### src/rtl/interrupt_sequencer_pkg.sv
// interrupt_sequencer_pkg: PC next-address select codes, vector addresses and nest-state encoding
package interrupt_sequencer_pkg;
    typedef enum logic [2:0] {
        NEXT  = 3'd0,
        INTV0 = 3'd1,
        INTV1 = 3'd2,
        INTR0 = 3'd3,
        INTR1 = 3'd4
    } pc_next_t;
    localparam logic [15:0] INTV0_ADDR = 16'h0004;
    localparam logic [15:0] INTV1_ADDR = 16'h0008;
    // encoding doubles as INT_LEVEL: bit1 = in INT0, bit0 = in INT1
    typedef enum logic [1:0] {
        IDLE = 2'd0,
        L1   = 2'd1,
        L0   = 2'd2,
        L01  = 2'd3
    } int_state_t;
endpackage

### src/rtl/interrupt_sequencer_int_sync_edge.sv
// int_sync_edge: multi-flop synchroniser followed by a rising-edge detector
module int_sync_edge #(
    parameter int SYNC_STAGES = 2
) (
    input  logic CLK,
    input  logic RESET,
    input  logic req,
    output logic rise
);
    logic [SYNC_STAGES-1:0] sync;
    logic                   hist;
    always_ff @(posedge CLK) begin
        if (RESET) begin
            sync <= '0;
            hist <= 1'b0;
        end else begin
            sync <= {sync[SYNC_STAGES-2:0], req};
            hist <= sync[SYNC_STAGES-1];
        end
    end
    assign rise = sync[SYNC_STAGES-1] & ~hist;
endmodule

### src/rtl/interrupt_sequencer.sv
// interrupt_sequencer: request latching, enable and one-level nesting control for the PC stage
module interrupt_sequencer
    import interrupt_sequencer_pkg::*;
#(
    parameter int SYNC_STAGES = 2
) (
    input  logic       CLK,
    input  logic       RESET,
    input  logic       FETCH,
    input  logic       INT0_REQ,
    input  logic       INT1_REQ,
    input  logic       EI,
    input  logic       DI,
    input  logic       RETI,
    output logic       PC_LD_INT0X,
    output logic       PC_LD_INT1X,
    output logic [2:0] PC_NEXTX,
    output logic [1:0] INT_LEVEL,
    output logic       IE,
    output logic       INT0_PENDING,
    output logic       INT1_PENDING
);
    int_state_t state, state_nxt;
    pc_next_t   nxt;
    logic       rise0, rise1, ie_q, reti_pend, pend0, pend1, ret, take0, take1;

    int_sync_edge #(.SYNC_STAGES(SYNC_STAGES)) u_sync0 (
        .CLK(CLK), .RESET(RESET), .req(INT0_REQ), .rise(rise0)
    );
    int_sync_edge #(.SYNC_STAGES(SYNC_STAGES)) u_sync1 (
        .CLK(CLK), .RESET(RESET), .req(INT1_REQ), .rise(rise1)
    );

    always_ff @(posedge CLK) begin
        if (RESET) begin
            state     <= IDLE;
            ie_q      <= 1'b0;
            reti_pend <= 1'b0;
            pend0     <= 1'b0;
            pend1     <= 1'b0;
        end else begin
            state     <= state_nxt;
            ie_q      <= DI ? 1'b0 : (EI ? 1'b1 : ie_q);
            reti_pend <= RETI | (reti_pend & ~FETCH);
            // a fresh edge beats the clear from a take in the same cycle
            pend0     <= rise0 | (pend0 & ~take0);
            pend1     <= rise1 | (pend1 & ~take1);
        end
    end

    // return has priority; otherwise INT0 may preempt INT1, never the reverse
    always_comb begin
        ret       = FETCH & reti_pend;
        take0     = FETCH & ~reti_pend & ie_q & pend0 & (state == IDLE || state == L1);
        take1     = FETCH & ~reti_pend & ~take0 & ie_q & pend1 & (state == IDLE);
        state_nxt = ret   ? ((state == L01) ? L1 : IDLE) :
                    take0 ? ((state == L1) ? L01 : L0) :
                    take1 ? L1 : state;
        nxt       = ret   ? ((state == L1) ? INTR1 : (state == IDLE) ? NEXT : INTR0) :
                    take0 ? INTV0 :
                    take1 ? INTV1 : NEXT;
    end

    assign PC_LD_INT0X  = take0;
    assign PC_LD_INT1X  = take1;
    assign PC_NEXTX     = nxt;
    assign INT_LEVEL    = state;
    assign IE           = ie_q;
    assign INT0_PENDING = pend0;
    assign INT1_PENDING = pend1;
endmodule

### config.mk
export PLATFORM = sky130hd
export DESIGN_NAME = interrupt_sequencer
export DESIGN_NICKNAME = d
export VERILOG_FILES = /design/src/rtl/interrupt_sequencer_pkg.sv /design/src/rtl/interrupt_sequencer_int_sync_edge.sv /design/src/rtl/interrupt_sequencer.sv
export SDC_FILE = /design/constraint.sdc
export NUM_CORES = 1
export LEC_CHECK = 0
export ABC_AREA = 1
export CAP_MARGIN = 20
export CORE_AREA = 2 2 39 41
export CTS_CLUSTER_DIAMETER = 80
export DETAILED_ROUTE_END_ITERATION = 6
export DIE_AREA = 0 0 41 43
export GPL_TIMING_DRIVEN = 0
export HOLD_SLACK_MARGIN = 0.03
export PLACE_DENSITY = 0.75
export SYNTH_ARGS = -nofsm -noshare
export SYNTH_HDL_FRONTEND = slang
export SYNTH_SLANG_ARGS = --single-unit
### constraint.sdc
create_clock -name CLK -period 0.9 [get_ports CLK]
set_input_delay 0.18 -clock CLK [delete_from_list [all_inputs] [get_ports CLK]]
set_output_delay 0.18 -clock CLK [all_outputs]
set_load 0.03 [all_outputs]
==> results.txt <==
- Net Count, Synth: 70
- The number of buffers and inverters on the critical path is 1.
- Across all layers, the routed design uses between 400 and 500 vias.
- Hold Path Sink: u_sync0.sync[1]$_SDFF_PP0_
- After layout, the design draws a total of 0.00113 W.
- Subtracting the final worst setup slack from the clock period gives between 1 and 1.5 ns.
* Share of total power in combinational logic: 0.126
* Net switching power of the design: ~0.00027 W
- For this configuration, the core starts out at a cell density of 0.338.
- The min-delay analysis places its worst path in the category reg2reg.
- The worst hold path begins at u_sync0.sync[0]$_SDFF_PP0_.
- Setup violations remaining at the end of the flow were counted as 12.
- Critical path startpoint category: register
- Clock transition at path regs: around 0.070 ns
- The share of the Yosys chip area taken by registers is 0.513.
* Area of the core region: 1380 um2
- Summed over all cells, the static leakage comes to around 0.37 nW.
- Netlist Area Pre-Place: 468 um2
- In this run the critical register-to-register path is captured at INT_LEVEL[1]$_SDFFE_PP0P_.
- Peak per-stage delay on the critical path: ~0.36 ns
- The worst register-to-register path has a setup slack of -0.21 ns.
- Final hold violations: 0
- Static timing analysis puts the maximum clock frequency at around 740 MHz.
- The HPWL after detailed placement is ~630 um.
* Relative area change from synthesis to final layout: 80.7%
* Met1 Resource Use GR: 0.164
- Worst-case clock buffer depth: 2
* Tightest Pin Transition: 0.222 ns
- The number of hold buffers added after CTS was 0.
* Proportion of power drawn by the clock network: 0.376
* Synth Area per Inst: 7.55 um2
* Ports placed on the boundary: 18
- The die is slightly above 40 um wide.
- Total number of nets in the final design: 97
* DIE HEIGHT: approximately 43 um
- After global routing the overflow that remains totals 0.
- Synth unique cells: 13
- Count of input and output buffers: 17
* Clock tree from TritonCTS: built
- Of the cells placed in the final design, the portion with a size suffix greater than 1 is 0.489.
- After layout, the worst setup slack is -0.455 ns.
* GRT Total Usage: 0.131
- For this design, the sink count on the clock tree is 12.
- In this run the critical register-to-register path is launched from IE$_SDFFE_PP0P_.
* Switching power share of the total: 0.236
- Hold-critical path depth: 2
* Maximum clock skew at final layout: 0.00426 ns
* Max capacitance violation total: 0
- Internal power comes to about 0.00086 W.
* Path depth of the worst reg2reg path: 6
* Final core utilization: 0.611
- Across the VDD grid, the largest voltage drop is just under 1 mV.
- Post-Syn Instances: between 60 and 70
- Peak fanout along the critical path: 4
- The die covers around 1800 um2.
* Signal arrival time at the worst endpoint: between 1 and 1.5 ns
* Total negative slack for setup checks: -2.93 ns
- Routability-driven placement finished with a final weighted congestion of around 0.67.
* Drc violations: 0
- In the global route stage, met3 resource usage came out at 0.0524.
- Ordered list of cells on the worst path: nand2_4, nor2_4, nand3_4, o21ai_4, buf_6
- Setup repair after global routing missed its margin: true
- Met2 Resource Use GR: 0.181
* Cell area power density: about 1300 nW/um2
- Average routed wire per standard cell: just under 9 um
* Ratio of final minimum period to clock period: 1.51
- Pin count of the biggest net entering global routing: 11
* Data required time at the worst endpoint: just over 0.7 ns
- Grouping stages by cell kind, the critical path spends the most delay in flip-flops.
- Outcome: finished with violations
* Global-route wire length before repair: approximately 1500 um
- Slowest CP cell: dfxtp_4
- After synthesis the netlist holds a flip-flop and latch count of 12.
- The via count of the first global-routing pass is 385.
- Antenna violation net count after detailed routing: 0
- Antenna violations before repair: 0
- In the routed layout, each cell is associated on average with a via count of 4.26.
- For this block, the initial DRC count from the detailed router was 4.
- Number of CTS-inserted buffers: 3
* Critical path endpoint category: output port
- Depth of the CTS H-tree: 1
- Sequential share of power: 0.499
- At the placement stage, the worst setup path has a slack of -1.14 ns.
- Number of placement rows: 14
* Iteration count of the initial detailed-routing pass: 4
- Max Slew Vio Count: 0
- By startpoint and endpoint, the worst setup path is classified as reg2out.
* Violations in the final reports: negative setup slack
* Total of warnings raised by yosys: 0
- Clk_lat worst skew: between 0.2 and 0.3 ns
- The cell sitting at the root of the clock tree is a clkbuf_4.
* Relative max-transition margin: 0.852
- Diodes inserted: 0
- Busiest grt layer: met2
* Post-detailed-routing wire length: 910 um
synth_stat cells (all sizes together):
master,number,area share
inv,16,0.13
dfxtp,12,0.51
nor2,14,0.13
o21ai,2,0.021
nor3,1,0.011
nand2,10,0.086
a21oi,3,0.048
nand3,3,0.053
buf,1,0.011
worst register-to-register path, cell delays in order, from the launching register on:
cell and delay [ns]:
dfxtp_4 0.36, nand2_4 0.05, nor2_4 0.14, nand3_4 0.13, buf_4 0.16, buf_4 0.12, a21oi_2 0.09
timing repair:
action,4_1_cts,5_1_grt
setup buffers,2,3
pin swaps,3,3
resized for setup,76,3
setup endpoints to repair,14,14
layout make-up:
type                       instances  area, um2
buffer                             1       11.3
clock buffer                       4       36.3
fill                             115        538
inverter                          16       70.1
multi-input combinational         33        228
sequential                        12        258
tap                               16       20.0
timing repair buffer              22        223
worst max-delay path by stage:
| stage | start | end | slack [ns] | cells after the start |
|---|---|---|---|---|
| 3_3_place_gp | FETCH | PC_NEXTX[1] | -1.15 | 6 |
| 6_report | IE$_SDFFE_PP0P_ | PC_NEXTX[1] | -0.45 | 5 |
| 3_5_place_dp | FETCH | PC_NEXTX[1] | -1.14 | 6 |
| 5_1_grt | IE$_SDFFE_PP0P_ | PC_NEXTX[1] | -0.52 | 5 |
| 2_1_floorplan | IE$_SDFFE_PP0P_ | PC_NEXTX[1] | -0.12 | 4 |
| 4_1_cts | IE$_SDFFE_PP0P_ | PC_NEXTX[1] | -0.48 | 5 |
placed cells by master, fill, tap and decap left out, types with 3 or more instances in the layout:
cell	netlist	layout
buf_4	0	4
buf_6	0	12
clkbuf_4	0	3
clkdlybuf4s50_1	0	6
dfxtp_1	12	6
dfxtp_4	0	4
inv_1	16	13
nand2_1	9	7
nor2_1	13	10
power groups by stage:
stage | registers, W | clock network (W) | logic [W]
6_report | 0.000564 | 0.000425 | 0.000142
5_1_grt | 0.000567 | 0.000458 | 0.000157
2_1_floorplan | 0.000591 | 0 | 0.0000525
4_1_cts | 0.000565 | 0.000429 | 0.000135
3_3_place_gp | 0.000576 | 0 | 0.000125
3_5_place_dp | 0.000577 | 0 | 0.000127
kinds of logic (layout without fill, tap and decap cells):
| group | Yosys count | count (layout) | share of synthesized area |
|---|---|---|---|
| buffers and inverters | 17 | 43 | 0.139 |
| DFF | 12 | 12 | 0.513 |
| AOI/OAI and AO/OA | 5 | 5 | 0.0695 |
| and+or+nand+nor | 28 | 28 | 0.278 |
metal layers:
| metal | vias up | wire (um) |
|---|---|---|
| li1 | 232 | - |
| met1 | 190 | 392 |
| met2 | 18 | 416 |
| met3 | 3 | 83 |
| met4 | 0 | 17 |
| met5 | - | 0 |
sequential cells by signal, summed over array words and instances, names as in the netlist:
name,count
INT_LEVEL,2
u_sync0.hist,1
INT1_PENDING,1
INT0_PENDING,1
reti_pend,1
u_sync1.hist,1
u_sync1.sync,2
IE,1
u_sync0.sync,2
stage by stage:
step	hold WS [ns]	cells	cell area [um2]
6_report	0.408	104	846
5_1_grt	0.420	104	846
2_1_floorplan	0.249	62	549
3_5_place_dp	0.401	95	739
4_1_cts	0.412	101	813
3_3_place_gp	0.389	95	739
Power figures use the tool's default switching activity.
